## config.mk

```make
export PLATFORM = sky130hd
export DESIGN_NAME = fetch_queue
export DESIGN_NICKNAME = d
export VERILOG_FILES = /design/src/rtl/fetch_queue.sv
export SDC_FILE = /design/constraint.sdc
export NUM_CORES = 1
export LEC_CHECK = 0
export CAP_MARGIN = 20
export CORE_ASPECT_RATIO = 0.9
export CORE_MARGIN = 5
export CORE_UTILIZATION = 50
export CTS_BUF_LIST = sky130_fd_sc_hd__clkbuf_2 sky130_fd_sc_hd__clkbuf_4 sky130_fd_sc_hd__clkbuf_8
export CTS_CLUSTER_DIAMETER = 80
export DETAILED_ROUTE_END_ITERATION = 10
export MAX_ROUTING_LAYER = met4
export PLACE_DENSITY = 0.83
export SLEW_MARGIN = 20
export SYNTH_ARGS = -nofsm -noshare
export SYNTH_HDL_FRONTEND = slang
export SYNTH_SLANG_ARGS = --single-unit
```

## constraint.sdc

```tcl
create_clock -name clk -period 18.2 [get_ports clk]
set_input_delay 1.82 -clock clk [delete_from_list [all_inputs] [get_ports clk]]
set_output_delay 1.82 -clock clk [all_outputs]
set_load 0.01 [all_outputs]
```

## src/rtl/fetch_queue.sv

```systemverilog
// Instruction prefetch queue: circular buffer of {pc, instr} pairs between fetch and decode.
// Latency: 1 cycle push-to-output, with no combinational path from in_* to out_*.
// Backpressure: in_ready drops only when full, independent of out_ready; NOP/pc 0 are shown while empty.
module fetch_queue #(
    parameter int          DEPTH = 4,
    parameter int          AW    = 2,
    parameter logic [31:0] NOP   = 32'h00000013
) (
    input  logic          clk,
    input  logic          rst,
    input  logic          flush,
    input  logic          in_valid,
    output logic          in_ready,
    input  logic [31:0]   in_pc,
    input  logic [31:0]   in_instr,
    output logic          out_valid,
    input  logic          out_ready,
    output logic [31:0]   out_pc,
    output logic [31:0]   out_instr,
    output logic [AW:0]   count
);

    typedef struct packed {
        logic [31:0] pc;
        logic [31:0] instr;
    } entry_t;

    localparam logic [AW:0] FULL_CNT = DEPTH[AW:0];

    entry_t          mem_q [DEPTH];
    logic [AW-1:0]   rd_ptr_q, rd_ptr_d;
    logic [AW-1:0]   wr_ptr_q, wr_ptr_d;
    logic [AW:0]     count_q,  count_d;
    logic            push, pop;
    entry_t          head;

    assign in_ready  = (count_q != FULL_CNT);
    assign out_valid = (count_q != '0);
    assign count     = count_q;
    assign head      = mem_q[rd_ptr_q];
    assign out_pc    = out_valid ? head.pc    : 32'h0;
    assign out_instr = out_valid ? head.instr : NOP;

    always_comb begin
        push     = in_valid & in_ready & ~flush;
        pop      = out_valid & out_ready & ~flush;
        rd_ptr_d = rd_ptr_q;
        wr_ptr_d = wr_ptr_q;
        count_d  = count_q;
        if (flush) begin
            rd_ptr_d = '0;
            wr_ptr_d = '0;
            count_d  = '0;
        end else begin
            if (push) wr_ptr_d = wr_ptr_q + 1'b1;
            if (pop)  rd_ptr_d = rd_ptr_q + 1'b1;
            if (push && !pop)      count_d = count_q + 1'b1;
            else if (pop && !push) count_d = count_q - 1'b1;
        end
    end

    always_ff @(posedge clk) begin
        if (rst) begin
            rd_ptr_q <= '0;
            wr_ptr_q <= '0;
            count_q  <= '0;
        end else begin
            rd_ptr_q <= rd_ptr_d;
            wr_ptr_q <= wr_ptr_d;
            count_q  <= count_d;
        end
    end

    // Entry storage is deliberately left out of reset; the pointers alone define validity.
    always_ff @(posedge clk) begin
        if (push && !rst) begin
            mem_q[wr_ptr_q] <= '{pc: in_pc, instr: in_instr};
        end
    end

endmodule

```

==> reports/results.ini, run 1 <==
[logic_synthesis]
synth.mux.area_fraction_pct=14.5
ys_types=28
synth.top_cell.area_share_pct=75.1
yosysTopAreaCell=edfxtp_1
synth.area.top_cells=edfxtp_1, mux4_2, and2_1
synthAdderAreaFrac_pct=0.807
ys_seq_area_share_pct=76.9
syn-instance-count=457
synth_most_common_cell=edfxtp_1
synthesis.area_mm2=0.0102
synth_xor_area_share_pct=0.257
synth-seq-cells=265
ys.warnings.count=0
yosys-top-cells-count=edfxtp_1, and2_1, mux4_2
synth_area_per_cell_um2=22.4
async_flop_share_pct=0
ys.flop_type=edfxtp_1
synth-edff-count=256
synth-simple-area-share_pct=5.20
synth_compound_area_share_pct=0.269
synth_top_family_by_area=multiplexers
syn_nets=532

[setup_path]
path_buf_inv=2
startpoint_type=register
cp_slowest_cell=dfxtp_4
cp_data_required_time_ns=16.38
r2r_cells=9
crit_type=register to primary output
path_cells=buf_4 -> mux4_1 -> or2_1 -> clkdlybuf4s50_1
endpoint_kind=primary output
slowest_delay_ns=0.74
arrival_ns=3.36
critPathTopFamily=buffers and inverters
worstSetupPathDepth=4
crit_fanout=34

[detailed_routing]
drt_pass1_iterations=4
vias_per_cell=5.35
drc=0
antenna_left=0
drt-initial-drc-count=299
top_layer=met4
route.vias.total=4871
m1WireLength_um=8070
post_drt_wl_per_cell_um=20.8
drt-total-wl_um=18900
met2_length_um=9650
wl_met3_um=943

[final_layout]
final_cell_area_mm2=0.0127
layout-drive-gt1-share_pct=22.7
diodes=0
nets=701
area_growth_pct=23.6

[power]
power.density_mw_per_mm2=98.7
leakagePower_nw=4.05
peakVddDrop_mv=0.0625
finalPower_w=0.00125

[clocking]
clk_path_buf_depth=3
tritoncts=done
root_buffer=clkbuf_8
cts.clk_slew.worst_paths_ns=0.06
cts_buffers=42
cts_num_sinks=265
cts_resized=0
cts-htree-levels=2
clock_latency_ns=0.53
postCtsHoldBufs=0
post_cts_buffers=0

[global_routing]
grt_pass1_wl_um=30400
grt_max_degree=65
antenna_found_initial=0
grtUsageTotal_pct=17.1
grt_overflow=0
grt_pass1_vias=5485

[placed_design]
place_hpwl_um=11300
gp_congestion=0.719
dpl_worst_slack_ns=13.47
place_area_mm2=0.0118
numPortBuffers=137

[timing]
drv_slew=0
rsz0062_at_grt=no
final-setup-viol-count=0
worst_pin_slew_ns=0.959
finalClockSkew_ns=0.0241
worst_slack_ns=13.02
fin_crit_ns=5.18
fmax_ghz=0.193
relSlewSlack_pct=36.1
post-route-period-util_pct=28.5
fin_tns_setup_ns=0
hold_viol_final=0

[run]
cap_violations=0

[die]
core_area_mm2=0.0200
die_y_um=146
rows=49
start_util_pct=51.1
fp.dieW_um=161
dieArea_mm2=0.0234
top_level_ports=138

[min_path]
hold_depth=2
hp-class=register to register

[outcome]
status=completed

metrics by stage:
step                cells  util [%]  hold WS [ns]
finish                911      63.1         0.501
global placement      837      59.0         0.455
CTS                   911      63.1         0.497
floorplan             457         -         0.459
detailed placement    837      59.0         0.491
global route          911      63.1         0.531
tightest hold or removal path, delay by kind of cell (launching register included):
kind | cells | cell delay, ns
flops | 1 | 0.31
compound gates | 2 | 0.15
final timing paths:
path                from            to  slack [ns]
max reg2reg     count[0]      count[2]       15.95
min reg2reg  rd_ptr_q[1]      register        0.50
max             register  out_instr[0]       13.02
min          rd_ptr_q[1]      register        0.50
report_power, final:
| part | leakage (nW) | switching (W) | internal [W] |
|---|---|---|---|
| logic | 1.22 | 0.0000367 | 0.0000477 |
| registers | 2.39 | 0.00000336 | 0.000675 |
| clock network | 0.441 | 0.000209 | 0.000276 |
layer usage:
metal,GRT usage (%),vias to the layer above
met2,28.0,143
met1,22.0,2505
met3,3.37,27
met4,5.20,0
met5,-,-
li1,-,2196
state kept, by name (all words and copies together) (netlist names), named ones only:
name,count
mem_q,256
count,3
rd_ptr_q,2
wr_ptr_q,2
logic make-up (layout without fill, tap and decap cells):
family | after synthesis | in the layout
DFF | 265 | 265
and+or+nand+nor | 85 | 85
muxes | 67 | 67
buffers and inverters | 26 | 225
adders and majority gates | 6 | 6
AOI/OAI and AO/OA | 5 | 5
xor gates and xnor gates | 3 | 3
placed cells by master, fill, tap and decap left out, types with 2 or more instances in the layout:
| cell | synthesis | final |
|---|---|---|
| ha_1 | 5 | 5 |
| xor2_1 | 3 | 3 |
| nand2_1 | 3 | 3 |
| clkinv_2 | 0 | 4 |
| or2_1 | 3 | 3 |
| and2_1 | 61 | 61 |
| nor3b_2 | 0 | 4 |
| edfxtp_1 | 256 | 256 |
| or2_2 | 2 | 2 |
| o21ai_0 | 2 | 2 |
| mux2i_1 | 2 | 2 |
| mux4_1 | 4 | 4 |
| or3_1 | 2 | 2 |
| nor2_1 | 7 | 7 |
| mux4_2 | 60 | 60 |
| inv_1 | 5 | 4 |
| clkinv_1 | 0 | 6 |
| a21oi_1 | 2 | 2 |
| clkbuf_8 | 0 | 45 |
| clkbuf_4 | 0 | 17 |
| dfxtp_4 | 0 | 2 |
| clkdlybuf4s50_1 | 0 | 137 |
| buf_4 | 0 | 9 |
| dfxtp_1 | 9 | 7 |
final cells by class:
cell class / count / area, µm²
Sequential cell: 265 / 7880
Fill cell: 1389 / 7390
Multi-Input combinational cell: 166 / 2180
Timing Repair Buffer: 146 / 1440
Clock inverter: 12 / 80.1
Clock buffer: 62 / 747
Tap cell: 255 / 319
Inverter: 5 / 18.8
Note: power is estimated with default switching activity, not from simulation.
==> run 2, diff against run 1 <==
clock period = 4.9 ns   (was 18.2 ns; I/O delays follow)
==> run 2 against run 1 <==
Combinational power rose to 3.7 times the previous value; utilization down 0.15 points; global-route usage down 0.098 points; hold slack worse by 0.019 ns; first-iteration DRC count down 5.7%; die area unchanged; register-to-register slack worse by 13 ns; clock power rose to 3.6 times the previous value; largest power group unchanged; final area down 0.24%; wire length up 0.62%; cell count up 0.11%.
==> reports/results.ini, run 2 (same netlist as run 1, synthesis figures left out) <==
[timing]
fmax_ghz=0.280
worst_slack_ns=1.33  ; -11.69 ns
drv_slew=0  ; unchanged
fin_crit_ns=3.57
rsz0062_at_grt=no
post-route-period-util_pct=72.8
hold_viol_final=0  ; unchanged
worst_pin_slew_ns=0.950  ; -0.00833 ns
relSlewSlack_pct=36.6  ; +0.46 points
finalClockSkew_ns=0.0303  ; +0.00620 ns
final-setup-viol-count=0  ; unchanged

[final_layout]
area_growth_pct=23.3
final_cell_area_mm2=0.0126  ; -0.24%
nets=702  ; +0.14%
layout_common_cells=edfxtp_1, clkdlybuf4s50_1, and2_1
layout-drive-gt1-share_pct=21.8  ; -0.88 points
layout_commonest_cell=edfxtp_1
regMostFlops=mem_q
final_util_pct=63.0  ; -0.15 points
largest_register_ffs=256  ; unchanged

[clocking]
tritoncts=done
cts-htree-levels=2  ; unchanged
clk_path_buf_depth=3  ; unchanged
cts.clk_slew.worst_paths_ns=0.06  ; about the same
cts_num_sinks=265  ; unchanged
post_cts_buffers=0  ; unchanged
cts_resized=0  ; unchanged
cts_buffers=42  ; unchanged
clock_latency_ns=0.52  ; about the same
root_buffer=clkbuf_8
postCtsHoldBufs=0  ; unchanged

[setup_path]
endpoint_kind=primary output
crit_type=register to primary output
cp_data_required_time_ns=4.41  ; -11.97 ns
arrival_ns=3.08  ; -0.28 ns
startpoint_type=register
crit_fanout=43  ; +26%

[global_routing]
grtUsageMet2_pct=28.4  ; +0.38 points
grt_pass1_wl_um=30200  ; -0.43%
grt_max_degree=65  ; unchanged
grt_use_met1_pct=21.1  ; -0.91 points
grt_pass1_vias=5527  ; +0.77%
gr-usage-met3_pct=4.30  ; +0.93 points
grt_overflow=0  ; unchanged
antenna_found_initial=2  ; +2
grtUsageTotal_pct=17.0  ; -0.098 points
grt-busiest-layer=met2

[die]
core_area_mm2=0.0200  ; unchanged
rows=49  ; unchanged
die_y_um=146  ; unchanged
start_util_pct=51.1  ; unchanged
top_level_ports=138  ; unchanged
fp.dieW_um=161  ; unchanged
dieArea_mm2=0.0234  ; unchanged

[outcome]
status=completed

[detailed_routing]
post_drt_wl_per_cell_um=20.9  ; +0.51%
drc=0  ; unchanged
drt_pass1_iterations=4  ; unchanged
antenna_left=0  ; unchanged
route.vias.total=4952  ; +1.7%
drt-total-wl_um=19100  ; +0.62%
drt-initial-drc-count=282  ; -5.7%
vias_per_cell=5.43  ; +1.6%

[min_path]
hp-class=register to register

[run]
cap_violations=0  ; unchanged

[placed_design]
gp_congestion=0.739  ; +2.9%
place_area_mm2=0.0118  ; about the same
numPortBuffers=137  ; unchanged
place_hpwl_um=11600  ; +2.8%
dpl_worst_slack_ns=1.80  ; -11.67 ns

[power]
power.density_mw_per_mm2=362  ; +270%
leakagePower_nw=4.02  ; -0.69%
peakVddDrop_mv=0.200  ; +220%

run 2: cell count changes in the layout (fill, tap and decap cells not counted), sizes merged:
cell / delta
buf: +1
clkbuf: -8
clkinv: +4
clkinvlp: +1
diode: +2
inv: +1
run 2: final timing paths:
check	end	from	slack, ns	cells after the start
max	out_pc[23]	register	1.33	4
min	register	rd_ptr_q[1]	0.48	2
max reg2reg	count[2]	count[0]	2.59	9
min reg2reg	register	rd_ptr_q[1]	0.48	2
run 2: final cells by class:
| class | instances | area (µm²) |
|---|---|---|
| Multi-Input combinational cell | 166 | 2180 |
| Tap cell | 255 | 319 |
| Clock inverter | 18 | 110 |
| Fill cell | 1369 | 7420 |
| Timing Repair Buffer | 147 | 1450 |
| Clock buffer | 54 | 674 |
| Sequential cell | 265 | 7880 |
| Inverter | 5 | 18.8 |
| Antenna cell | 2 | 5.00 |
run 2: per-stage QoR:
| step | hold slack (ns) | instances | power, W | TNS (ns) |
|---|---|---|---|---|
| after floorplan | 0.459 | 457 | 0.00270 | -324.43 |
| after global placement | 0.458 | 838 | 0.00287 | 0 |
| after detailed placement | 0.476 | 838 | 0.00289 | 0 |
| after CTS | 0.485 | 910 | 0.00462 | 0 |
| after global routing | 0.520 | 912 | 0.00476 | 0 |
| final | 0.482 | 912 | 0.00457 | 0 |
run 2: layer usage:
metal,routed length [µm],share of wire (%)
met1,7750,41
met2,9840,52
met4,277,1.5
met3,1190,6.2
met5,0,0
run 2: power by group:
| part | leakage, nW | total, W | internal [W] | switching [W] |
|---|---|---|---|---|
| Combinational | 1.22 | 0.000313 | 0.000178 | 0.000135 |
| Sequential | 2.39 | 0.00252 | 0.00251 | 0.0000144 |
| Clock | 0.408 | 0.00174 | 0.000952 | 0.000785 |
| Total | 4.02 | 0.00457 | 0.00364 | 0.000934 |
run 2: worst max-delay path: stages (launching register included):
cell             delay (ns)
dfxtp_4                0.90
buf_4                  0.41
mux4_2                 0.53
and2_1                 0.18
clkdlybuf4s50_1        0.48
